[src/rtl/symm_norm_pkg.sv]
// Shared types and constants for the symmetric-normalization sequencer.
// Holds the FSM state enum, datapath defaults and the signed max-of-four selector.
package symm_norm_pkg;

  localparam int unsigned W_DEF    = 26;
  localparam int unsigned FRAC_DEF = 20;
  localparam int unsigned MAXW     = 64;

  localparam logic signed [W_DEF-1:0] UNITY_DEF = 26'sh010_0000;

  typedef enum logic [2:0] {
    S_IDLE,
    S_SQUARE,
    S_SUM,
    S_CAPT,
    S_CHECK,
    S_SCALE,
    S_DONE
  } state_e;

  // Returns the index of the largest of four signed words; the caller
  // sign-extends narrower words to MAXW before calling.
  function automatic logic [1:0] max4_sel(input logic signed [MAXW-1:0] a,
                                          input logic signed [MAXW-1:0] b,
                                          input logic signed [MAXW-1:0] c,
                                          input logic signed [MAXW-1:0] d);
    logic                   s_ab, s_cd;
    logic signed [MAXW-1:0] m_ab, m_cd;
    s_ab = (b > a);
    m_ab = s_ab ? b : a;
    s_cd = (d > c);
    m_cd = s_cd ? d : c;
    if (m_cd > m_ab) return {1'b1, s_cd};
    else             return {1'b0, s_ab};
  endfunction

endpackage

[src/rtl/symm_norm_ctrl_max4.sv]
// Combinational signed maximum of four row sums, used when capturing the pass maximum.
module max4_signed
  import symm_norm_pkg::*;
#(
  parameter int unsigned W = W_DEF
) (
  input  logic signed [W-1:0] a_i,
  input  logic signed [W-1:0] b_i,
  input  logic signed [W-1:0] c_i,
  input  logic signed [W-1:0] d_i,
  output logic signed [W-1:0] max_o
);

  logic signed [MAXW-1:0] a_x, b_x, c_x, d_x;
  logic [1:0]             sel;

  assign a_x = {{(MAXW-W){a_i[W-1]}}, a_i};
  assign b_x = {{(MAXW-W){b_i[W-1]}}, b_i};
  assign c_x = {{(MAXW-W){c_i[W-1]}}, c_i};
  assign d_x = {{(MAXW-W){d_i[W-1]}}, d_i};

  assign sel = max4_sel(a_x, b_x, c_x, d_x);

  always_comb begin
    max_o = a_i;
    case (sel)
      2'd0: max_o = a_i;
      2'd1: max_o = b_i;
      2'd2: max_o = c_i;
      2'd3: max_o = d_i;
      default: max_o = a_i;
    endcase
  end

endmodule

[src/rtl/symm_norm_ctrl.sv]
// Sequencer for the FastICA symmetric-normalization stage (square, row-sum, max, scale).
// Define SYMM_NORM_CTRL_TIMEOUT_EN to add the scale-ack watchdog.
module symm_norm_ctrl
  import symm_norm_pkg::*;
#(
  parameter int unsigned W        = W_DEF,
  parameter int unsigned FRAC     = FRAC_DEF,
  parameter int unsigned TOL      = 64,
  parameter int unsigned MAX_ITER = 8,
  parameter int unsigned SQ_LAT   = 2,
  parameter int unsigned TIMEOUT  = 255
) (
  input  logic                clk_norm,
  input  logic                rst_norm,
  input  logic                start,
  input  logic signed [W-1:0] sum1,
  input  logic signed [W-1:0] sum2,
  input  logic signed [W-1:0] sum3,
  input  logic signed [W-1:0] sum4,
  input  logic                scale_ack,
  output logic                busy,
  output logic                done,
  output logic                converged,
  output logic                err,
  output logic [3:0]          iter_cnt,
  output logic                sq_start,
  output logic                en_norm,
  output logic                scale_req,
  output logic signed [W-1:0] scale_val
);

  if (MAX_ITER < 1 || MAX_ITER > 15 || SQ_LAT < 1 || TIMEOUT < 1 ||
      TIMEOUT > 255 || FRAC + 2 > W || W >= MAXW) begin : g_param_chk
    $error("symm_norm_ctrl: parameter out of range");
  end

  localparam int unsigned     WX       = W + 1;
  localparam int unsigned     SQW      = (SQ_LAT > 1) ? $clog2(SQ_LAT) : 1;
  localparam logic [SQW-1:0]  SQ_LOAD  = SQW'(SQ_LAT - 1);
  localparam logic [3:0]      ITER_CAP = 4'(MAX_ITER);
  localparam logic [W:0]      TOL_X    = WX'(TOL);
  localparam logic signed [W:0] UNITY_X = {{(W-FRAC){1'b0}}, 1'b1, {FRAC{1'b0}}};

  state_e              state_q, state_d;
  logic [SQW-1:0]      sq_cnt_q, sq_cnt_d;
  logic signed [W-1:0] max_q, max_d, max_c;
  logic [3:0]          iter_q, iter_d;
  logic                err_q, err_d;
  logic                conv_q, conv_d;
  logic signed [W-1:0] val_q, val_d;
  logic                busy_q, done_q, sq_start_q, en_q, req_q;
  logic                any_neg;
  logic signed [W:0]   diff;
  logic [W:0]          adiff;
  logic                within_tol;

`ifdef SYMM_NORM_CTRL_TIMEOUT_EN
  localparam logic [7:0] WD_LAST = 8'(TIMEOUT - 1);
  logic [7:0] wd_q, wd_d;
`endif

  max4_signed #(.W(W)) u_max4 (
    .a_i   (sum1),
    .b_i   (sum2),
    .c_i   (sum3),
    .d_i   (sum4),
    .max_o (max_c)
  );

  // A negative row sum means a sum of squares wrapped in the datapath.
  assign any_neg    = sum1[W-1] | sum2[W-1] | sum3[W-1] | sum4[W-1];
  assign diff       = {max_q[W-1], max_q} - UNITY_X;
  assign adiff      = diff[W] ? -diff : diff;
  assign within_tol = (adiff <= TOL_X);

  always_comb begin
    state_d  = state_q;
    sq_cnt_d = sq_cnt_q;
    max_d    = max_q;
    iter_d   = iter_q;
    err_d    = err_q;
    conv_d   = conv_q;
    val_d    = val_q;
`ifdef SYMM_NORM_CTRL_TIMEOUT_EN
    wd_d     = wd_q;
`endif
    case (state_q)
      S_IDLE: begin
        if (start) begin
          state_d  = S_SQUARE;
          sq_cnt_d = SQ_LOAD;
          iter_d   = '0;
          err_d    = 1'b0;
          conv_d   = 1'b0;
        end
      end
      S_SQUARE: begin
        if (sq_cnt_q == '0) state_d  = S_SUM;
        else                sq_cnt_d = sq_cnt_q - 1'b1;
      end
      S_SUM: state_d = S_CAPT;
      S_CAPT: begin
        max_d = max_c;
        if (any_neg) begin
          err_d   = 1'b1;
          state_d = S_DONE;
        end else begin
          state_d = S_CHECK;
        end
      end
      S_CHECK: begin
        if (within_tol) begin
          conv_d  = 1'b1;
          state_d = S_DONE;
        end else if (iter_q == ITER_CAP) begin
          state_d = S_DONE;
        end else begin
          state_d = S_SCALE;
          val_d   = max_q;
`ifdef SYMM_NORM_CTRL_TIMEOUT_EN
          wd_d    = '0;
`endif
        end
      end
      S_SCALE: begin
        if (scale_ack) begin
          iter_d   = iter_q + 4'd1;
          state_d  = S_SQUARE;
          sq_cnt_d = SQ_LOAD;
        end
`ifdef SYMM_NORM_CTRL_TIMEOUT_EN
        else if (wd_q == WD_LAST) begin
          err_d   = 1'b1;
          state_d = S_DONE;
        end else begin
          wd_d = wd_q + 8'd1;
        end
`endif
      end
      S_DONE:  state_d = S_IDLE;
      default: state_d = S_IDLE;
    endcase
  end

  // Pulse outputs are registered from the next state so they line up with it.
  always_ff @(posedge clk_norm) begin
    if (rst_norm) begin
      state_q    <= S_IDLE;
      sq_cnt_q   <= '0;
      max_q      <= '0;
      iter_q     <= '0;
      err_q      <= 1'b0;
      conv_q     <= 1'b0;
      val_q      <= '0;
      busy_q     <= 1'b0;
      done_q     <= 1'b0;
      sq_start_q <= 1'b0;
      en_q       <= 1'b0;
      req_q      <= 1'b0;
`ifdef SYMM_NORM_CTRL_TIMEOUT_EN
      wd_q       <= '0;
`endif
    end else begin
      state_q    <= state_d;
      sq_cnt_q   <= sq_cnt_d;
      max_q      <= max_d;
      iter_q     <= iter_d;
      err_q      <= err_d;
      conv_q     <= conv_d;
      val_q      <= val_d;
      busy_q     <= (state_d != S_IDLE);
      done_q     <= (state_d == S_DONE);
      sq_start_q <= (state_d == S_SQUARE) && (state_q != S_SQUARE);
      en_q       <= (state_d == S_SUM);
      req_q      <= (state_d == S_SCALE);
`ifdef SYMM_NORM_CTRL_TIMEOUT_EN
      wd_q       <= wd_d;
`endif
    end
  end

  assign busy      = busy_q;
  assign done      = done_q;
  assign converged = conv_q;
  assign err       = err_q;
  assign iter_cnt  = iter_q;
  assign sq_start  = sq_start_q;
  assign en_norm   = en_q;
  assign scale_req = req_q;
  assign scale_val = val_q;

endmodule
[config.mk]
export PLATFORM = sky130hd
export DESIGN_NAME = symm_norm_ctrl
export DESIGN_NICKNAME = d
export VERILOG_FILES = /design/src/rtl/symm_norm_pkg.sv /design/src/rtl/symm_norm_ctrl_max4.sv /design/src/rtl/symm_norm_ctrl.sv
export SDC_FILE = /design/constraint.sdc
export NUM_CORES = 1
export LEC_CHECK = 0
export BUFFER_PORTS_ARGS = -buffer_cell sky130_fd_sc_hd__buf_2
export CORE_AREA = 4 4 141 177
export CTS_CLUSTER_DIAMETER = 150
export DETAILED_ROUTE_END_ITERATION = 10
export DIE_AREA = 0 0 145 181
export HOLD_SLACK_MARGIN = 0.03
export PLACE_DENSITY = 0.47
export SYNTH_ARGS = -nofsm -noshare
export SYNTH_HDL_FRONTEND = slang
export SYNTH_SLANG_ARGS = --single-unit
[constraint.sdc]
create_clock -name clk_norm -period 7 [get_ports clk_norm]
set_input_delay 0.7 -clock clk_norm [delete_from_list [all_inputs] [get_ports clk_norm]]
set_output_delay 0.7 -clock clk_norm [all_outputs]
set_load 0.005 [all_outputs]
==> results of run 1 <==
## flip-flops by register name, summed over array words and instances, names as in the netlist, 3 cells and up
name,count
iter_cnt,4
state_q,3
scale_val,26
max_q,26
## critical path: stages
cell      delay, ps
buf_2           120
inv_1            70
ha_1            330
nand3b_1        210
nor4_1          770
and3_1          280
o41ai_1         140
and2_1          200
buf_4           230
a21oi_2         160
buf_4           350
mux2i_1         170
ha_1            320
nand3_1         140
nor3_1          240
nand2_1         130
a211o_1         280
a31oi_4         440
buf_4           320
nor2_1           80
mux2_2          260
o32ai_1         250
## cells by family (layout without fill, tap and decap cells)
family / after synthesis / in the layout
buf+inv: 133 / 260
fa+ha+maj: 83 / 83
flops: 67 / 67
simple gates: 276 / 276
xor+xnor: 8 / 8
compound gates: 188 / 188
mux: 88 / 88
## worst max-delay path by stage
stage                  start                endpoint  slack (ps)  depth (start not counted)
floorplan           sum1[25]  max_q[14]$_SDFFE_PP0P_        1720                         22
global placement    sum1[25]   max_q[0]$_SDFFE_PP0P_         820                         22
detailed placement  sum1[25]   max_q[0]$_SDFFE_PP0P_         650                         22
CTS                 sum1[25]   max_q[0]$_SDFFE_PP0P_         990                         22
global route        sum1[25]   max_q[0]$_SDFFE_PP0P_         540                         22
finish              sum1[25]   max_q[0]$_SDFFE_PP0P_         990                         22
## placed cells by master (no fill, tap or decap), types with 17 or more instances in the layout
cell / count
dfxtp_1: 67
a21oi_1: 47
mux2i_1: 71
nand2b_1: 48
nand2_1: 59
a211oi_1: 22
nor2_1: 60
buf_2: 144
inv_1: 92
o22ai_1: 17
ha_1: 83
## per-stage QoR
stage                     setup WS, ps  instance area (sq um)  hold WS (ps)
after detailed placement         645.2                   7707         458.6
after CTS                        990.1                   8010         472.1
after global placement           824.7                   7707         457.8
after global routing             539.1                   8010         492.4
after floorplan                   1720                   6704         454.6
final                            992.2                   8010         466.2
## layout make-up
cell class / count / area, sq um / share of cell area [%]
Multi-Input combinational cell: 643 / 4875 / 60.86
Sequential cell: 67 / 1341 / 16.74
Timing Repair Buffer: 152 / 780.7 / 9.747
Tap cell: 292 / 365.4 / 4.561
Inverter: 92 / 345.3 / 4.311
Clock buffer: 10 / 229.0 / 2.858
Clock inverter: 6 / 73.82 / 0.9216
## layer usage
metal | global-route usage (%) | up-vias | share of wire, %
met5 | 0 | - | 0
met4 | 5.285 | 0 | 2.5
met3 | 2.283 | 31 | 3.4
met2 | 27.59 | 137 | 48
met1 | 20.66 | 2965 | 46
li1 | - | 3280 | -
## power by group
group / total (W) / internal [W] / switching [W]
clock network: 0.000465 / 0.000280 / 0.000184
registers: 0.000451 / 0.000411 / 0.0000396
logic: 0.000840 / 0.000346 / 0.000494
total: 0.00176 / 0.00104 / 0.000718
==> impl_metrics.tcl, run 1 <==
set metrics [dict create \
    grt_pass1_wl_um 33800 \
    hp-class "register to register" \
    p_per_area_nw_per_um2 219.1 \
    synth.most_common_cell "inv_1" \
    synth_top_family_by_area "simple AND/OR/NAND/NOR gates" \
    synthAdderAreaFrac_pct 15.49 \
    diodes 0 \
    cp.required_ps 7230 \
    period_share_pct 85.83 \
    area_growth_pct 19.48 \
    synth_common_cells "92 x inv_1, 83 x ha_1, 71 x mux2i_1" \
    rows 63 \
    grt_pass1_vias 6234 \
    cts_root_buf "clkbuf_16" \
    yosysTopAreaCell "dfxtp_1" \
    start_kind "primary input" \
    cts_buffer_depth 2 \
    cp_max_fo 23 \
    setup_violations 0 \
    gp_congestion 0.8574 \
    muxShareOfSynthArea_pct 13.62 \
    maxCapViolations 0 \
    power_leakage_nw 3.852 \
    antenna_found_initial 0 \
    post_cts_resized 0 \
    n_fill_cell 2472 \
    overflow 0 \
    drtPass1Iterations 5 \
    drtIter0Drc 290 \
    r2r_slack_ps 2980 \
    utilization_pct 34.22 \
    ys_seq_area_share_pct 20.01 \
    synth-seq-cells 67 \
    floorplan.initialDensity_pct 28.64 \
    io-pin-count 145 \
    cts_buffers 9 \
    die_height_um 181 \
    critPathArrivalTime_ps 6240 \
    hold_viol 0 \
    core-area_sq_um 23410 \
    cts_sinks 67 \
    yosys.area.top_type_share_pct 20.01 \
    num_vias 6413 \
    cts_hold_buf 0 \
    max-slew-margin-rel_pct 27.29 \
    nets 1156 \
    drive_gt1_share_pct 21.55 \
    drc 0 \
    r2r-end "scale_val[13]$_SDFFE_PP0P_" \
    ys_dominant_reg_cell "dfxtp_1" \
    syn-cell-area_sq_um 6704 \
    clk_pin_slew_ps 60 \
    synth.area.top_cells "dfxtp_1 20%, ha_1 15%, mux2i_1 11%" \
    synth_nets 1034 \
    viasPerCell 5.082 \
    ant_nets 0 \
    drv_slew 0 \
    fmax_ghz 0.1664 \
    async_flop_share_pct 0 \
    synthSimpleGateAreaFrac_pct 21.69 \
    synth_xor_area_share_pct 1.045 \
    worstSkewPairLatency_ps 330 \
    ir_drop_uv 132.3 \
    cts-htree-levels 3 \
    holdPathStages 2 \
    synth_edf_count 0 \
    io_buffer_count 144 \
    p_total_w 0.001755 \
    synth_compound_area_share_pct 20.21 \
    grt_use_total_pct 16.03 \
    final_cells 1262 \
    status "finished, final reports clean" \
    skew_ps 11.92 \
    yosysWarnings 0 \
    die_w_um 145 \
    hp-start "converged$_SDFFE_PP0P_" \
    rsz0062_at_grt "false" \
    wl_per_cell_um 17.33 \
    placed_cells 1246 \
    worstRegToRegCells 9 \
    setup_tns_ps 0 \
    synth.distinct_cells 65 \
    syn_avg_cell_area_sq_um 7.952 \
    post_cts.repair.setup_buffers 0 \
    cts_tree "yes" \
    syn_inst 843 \
    dp_hpwl_um 17990 \
    crit_type "primary input to register" \
    worstMarginPinSlew_ps 1083 \
    crit_path_end_kind "register" \
    r2r-start "max_q[20]$_SDFFE_PP0P_" \
    grt_max_degree 67 \
    worstHoldEndpoint "converged$_SDFFE_PP0P_" \
    layout_min_cycle_time_ps 6008 \
    drt_wl_total_um 21870 \
    die_area_sq_um 26250 \
]
Note: power is estimated with default switching activity, not from simulation.
==> inputs of run 2 (changes only) <==
- CTS_BUF_LIST: unset -> sky130_fd_sc_hd__clkbuf_8 sky130_fd_sc_hd__clkbuf_16
==> impl_metrics.tcl, run 2 (synthesis gave the netlist of run 1 again) <==
set metrics [dict create \
    dp_hpwl_um 17990 \
    cts_buffer_depth 2 \
    cts-htree-levels 3 \
    worstSkewPairLatency_ps 330 \
    setup_tns_ps 0 \
    layout_min_cycle_time_ps 6005 \
    hp-class "register to register" \
    die_height_um 181 \
    drc 0 \
    p_per_area_nw_per_um2 219.0 \
    power_leakage_nw 3.856 \
    floorplan.initialDensity_pct 28.64 \
    maxCapViolations 0 \
    die_area_sq_um 26250 \
    rows 63 \
    cts_tree "yes" \
    clk_pin_slew_ps 60 \
    start_kind "primary input" \
    cp_max_fo 23 \
    grt_use_total_pct 16.03 \
    diodes 0 \
    post_cts.repair.setup_buffers 0 \
    status "finished, final reports clean" \
    utilization_pct 34.22 \
    cts_buffers 9 \
    final_cell_mix "144 x buf_2, 93 x inv_1, 83 x ha_1" \
    grt_pass1_vias 6234 \
    p_total_w 0.001754 \
    drtIter0Drc 290 \
    fmax_ghz 0.1665 \
    nets 1156 \
    area_growth_pct 19.48 \
    comb_power_share_pct 47.9 \
    ir_drop_uv 132.3 \
    grt_max_degree 67 \
    ant_nets 0 \
    seq_power_share_pct 25.7 \
    placed_cells 1246 \
    cts_root_buf "clkbuf_16" \
    final_cells 1262 \
    critPathArrivalTime_ps 6240 \
    cp.required_ps 7230 \
    worstMarginPinSlew_ps 1082 \
    period_share_pct 85.78 \
    overflow 0 \
    drt_wl_total_um 21870 \
    setup_violations 0 \
    hold_viol 0 \
    drtPass1Iterations 5 \
    core-area_sq_um 23410 \
    gp_congestion 0.8574 \
    antenna_found_initial 0 \
    clkPwrFrac_pct 26.4 \
    internal_power_w 0.001036 \
    cts_sinks 67 \
    io_buffer_count 144 \
    grt_pass1_wl_um 33800 \
    skew_ps 11.92 \
    drv_slew 0 \
    rsz0062_at_grt "false" \
    num_vias 6415 \
    viasPerCell 5.083 \
    sw_frac_of_total_pct 40.94 \
    max-slew-margin-rel_pct 27.32 \
    wl_per_cell_um 17.33 \
    crit_type "primary input to register" \
    die_w_um 145 \
    io-pin-count 145 \
    net-switching-power_w 0.0007181 \
    layout_commonest_cell "buf_2" \
    drive_gt1_share_pct 21.55 \
    crit_path_end_kind "register" \
    cts_hold_buf 0 \
    post_cts_resized 0 \
]
-- run 2: cell types whose count changed in the layout (fill, tap and decap cells not counted) --
cell      before  now
inv_1         92   93
clkbuf_1       1    0
-- run 2: worst paths after layout --
kind                            cells after the start                          to  slack, ps                    from
worst max-delay path                               22       max_q[0]$_SDFFE_PP0P_       1000                sum1[25]
worst min-delay path                                2      converged$_SDFFE_PP0P_        470  converged$_SDFFE_PP0P_
worst max register to register                      9  scale_val[13]$_SDFFE_PP0P_       2980  max_q[20]$_SDFFE_PP0P_
worst min register to register                      2      converged$_SDFFE_PP0P_        470  converged$_SDFFE_PP0P_
-- run 2: worst max-delay path, cell delays in order --
cell      delay [ps]
buf_2            120
inv_1             70
ha_1             330
nand3b_1         210
nor4_1           770
and3_1           280
o41ai_1          140
and2_1           200
buf_4            230
a21oi_2          160
buf_4            350
mux2i_1          170
ha_1             320
nand3_1          140
nor3_1           240
nand2_1          130
a211o_1          280
a31oi_4          440
buf_4            320
nor2_1            80
mux2_2           260
o32ai_1          250
-- run 2: final cells by class --
class                   instances  area [sq um]
fillers                      2472         15400
flip-flops and latches         67          1341
repair buffers                152         780.7
multi-input cells             643          4875
clock buffers                   9         225.2
inverters                      92         345.3
clock inverters                 7         77.57
well taps                     292         365.4
-- run 2: metrics by stage --
stage | worst slack [ps] | hold WS [ps] | instance area, sq um
after CTS | 990.1 | 472.1 | 8010
final | 995.4 | 466.3 | 8010
after floorplan | 1720 | 454.6 | 6704
after global routing | 539.1 | 492.4 | 8010
after detailed placement | 645.2 | 458.6 | 7707
after global placement | 824.7 | 457.8 | 7707
-- run 2: routing by layer --
metal  global-route usage (%)  wire [um]
met1                    20.66      10160
met2                    27.59      10410
met3                    2.283        752
met4                    5.285        537
met5                        0          0
-- run 2: power by group through the flow --
| stage | clock network, W | logic [W] | registers, W |
|---|---|---|---|
| 4_1_cts | 0.000477 | 0.000847 | 0.000451 |
| 2_1_floorplan | 0 | 0.000616 | 0.000440 |
| 6_report | 0.000463 | 0.000840 | 0.000451 |
| 3_3_place_gp | 0 | 0.000847 | 0.000460 |
| 5_1_grt | 0.000495 | 0.000936 | 0.000457 |
| 3_5_place_dp | 0 | 0.000843 | 0.000460 |
==> inputs of run 3 (changes only) <==
- RECOVER_POWER: unset -> 25
- clock period: 7 -> 6.6 ns (I/O delays scaled with it)
==> impl_metrics.tcl, run 3 (synthesis gave the netlist of run 1 again) <==
set metrics [dict create \
    gp_congestion 0.8830 \
    cp.required_ps 6860 \
    layout_commonest_cell "buf_2" \
    diodes 0 \
    cts_root_buf "clkbuf_16" \
    worstSkewPairLatency_ps 330 \
    p_total_w 0.001869 \
    drc 0 \
    hold_slack_ps 468.5 \
    num_vias 6471 \
    die_height_um 181 \
    worstMarginPinSlew_ps 1106 \
    overflow 0 \
    n_fill_cell 2447 \
    maxCapViolations 0 \
    layout_min_cycle_time_ps 5541 \
    hp-class "register to register" \
    grtUsageMet1_pct 20.34 \
    cts_hold_buf 0 \
    critPathArrivalTime_ps 5800 \
    grt_pass1_wl_um 34310 \
    post_cts_resized 0 \
    worstRegToRegCells 9 \
    crit_path_end_kind "register" \
    rsz0062_at_grt "false" \
    hold_viol 0 \
    period_share_pct 83.95 \
    drv_slew 0 \
    crit_type "primary input to register" \
    core-area_sq_um 23410 \
    wl_per_cell_um 17.25 \
    antenna_found_initial 0 \
    dp_hpwl_um 18070 \
    busiest_layer "met2" \
    viasPerCell 5.124 \
    gr-usage-met3_pct 2.158 \
    p_per_area_nw_per_um2 233.1 \
    cts_buffer_depth 2 \
    max-slew-margin-rel_pct 25.69 \
    rows 63 \
    fmax_ghz 0.1805 \
    io_buffer_count 144 \
    cts_buffers 9 \
    clk_pin_slew_ps 60 \
    grt_max_degree 67 \
    drtIter0Drc 386 \
    skew_ps 9.932 \
    cts_sinks 67 \
    post_cts.repair.setup_buffers 0 \
    final_cell_mix "126 x buf_2, 92 x inv_1, 83 x ha_1" \
    setup_tns_ps 0 \
    die_w_um 145 \
    drt_wl_total_um 21780 \
    cts_tree "yes" \
    grt_pass1_vias 6333 \
    drtPass1Iterations 5 \
    area_growth_pct 19.60 \
    power_leakage_nw 3.782 \
    holdPathStages 2 \
    start_kind "primary input" \
    cp_max_fo 35 \
    die_area_sq_um 26250 \
    ir_drop_uv 130.7 \
    floorplan.initialDensity_pct 28.64 \
    io-pin-count 145 \
    grt_use_total_pct 16.21 \
    ant_nets 0 \
    status "finished, final reports clean" \
    drive_gt1_share_pct 19.88 \
    nets 1158 \
    grt_util_met2_pct 28.46 \
    setup_violations 0 \
    utilization_pct 34.25 \
    cts-htree-levels 3 \
]
[run 3: cell types whose count changed in the layout (fill, tap and decap cells not counted), moves of 2 or more]
cell / delta
inv_6: -2
buf_2: -18
buf_12: +2
clkinvlp_4: +2
clkbuf_1: +18
[run 3: cell type report]
type	count	area (sq um)	area share, %
flip-flops and latches	67	1341	16.73
repair buffers	154	798.3	9.956
inverters	92	345.3	4.307
clock buffers	9	225.2	2.809
multi-input cells	643	4875	60.80
clock inverters	6	67.56	0.8427
well taps	292	365.4	4.557
[run 3: path summary, 6_finish.rpt]
| check | start | to | slack (ps) |
|---|---|---|---|
| min reg2reg | converged$_SDFFE_PP0P_ | converged$_SDFFE_PP0P_ | 470 |
| max reg2reg | max_q[20]$_SDFFE_PP0P_ | scale_val[11]$_SDFFE_PP0P_ | 2570 |
| min | converged$_SDFFE_PP0P_ | converged$_SDFFE_PP0P_ | 470 |
| max | sum1[25] | max_q[22]$_SDFFE_PP0P_ | 1060 |
[run 3: through the flow]
step	instance area (sq um)	worst slack (ps)	cells
after detailed placement	7747	749.1	1248
after CTS	8040	1076	1263
final	8018	1059	1263
after floorplan	6704	1360	843
after global placement	7747	784.1	1248
after global routing	8018	568.2	1263
[run 3: critical path: stages]
cell	delay, ps
buf_2	110
inv_1	70
ha_1	300
buf_4	320
inv_1	130
a221oi_1	370
a21boi_0	520
and2_1	310
a31o_2	490
a21boi_0	170
ha_1	340
nand4_1	100
nor3_1	310
nand2_1	120
a211o_1	280
a31oi_4	460
buf_12	260
nor2_1	60
mux2_2	270
o22ai_1	130
[run 3: per-layer routing]
layer	share of wire, %	routed length (um)
met1	44	9630
met2	49	10760
met3	3.9	848
met4	2.5	546
met5	0	0
[run 3: report_power, final]
part / switching (W) / internal, W / leakage, nW
logic: 0.000535 / 0.000379 / 3.10
registers: 0.0000423 / 0.000436 / 0.542
clock network: 0.000185 / 0.000291 / 0.137
total: 0.000763 / 0.00111 / 3.78
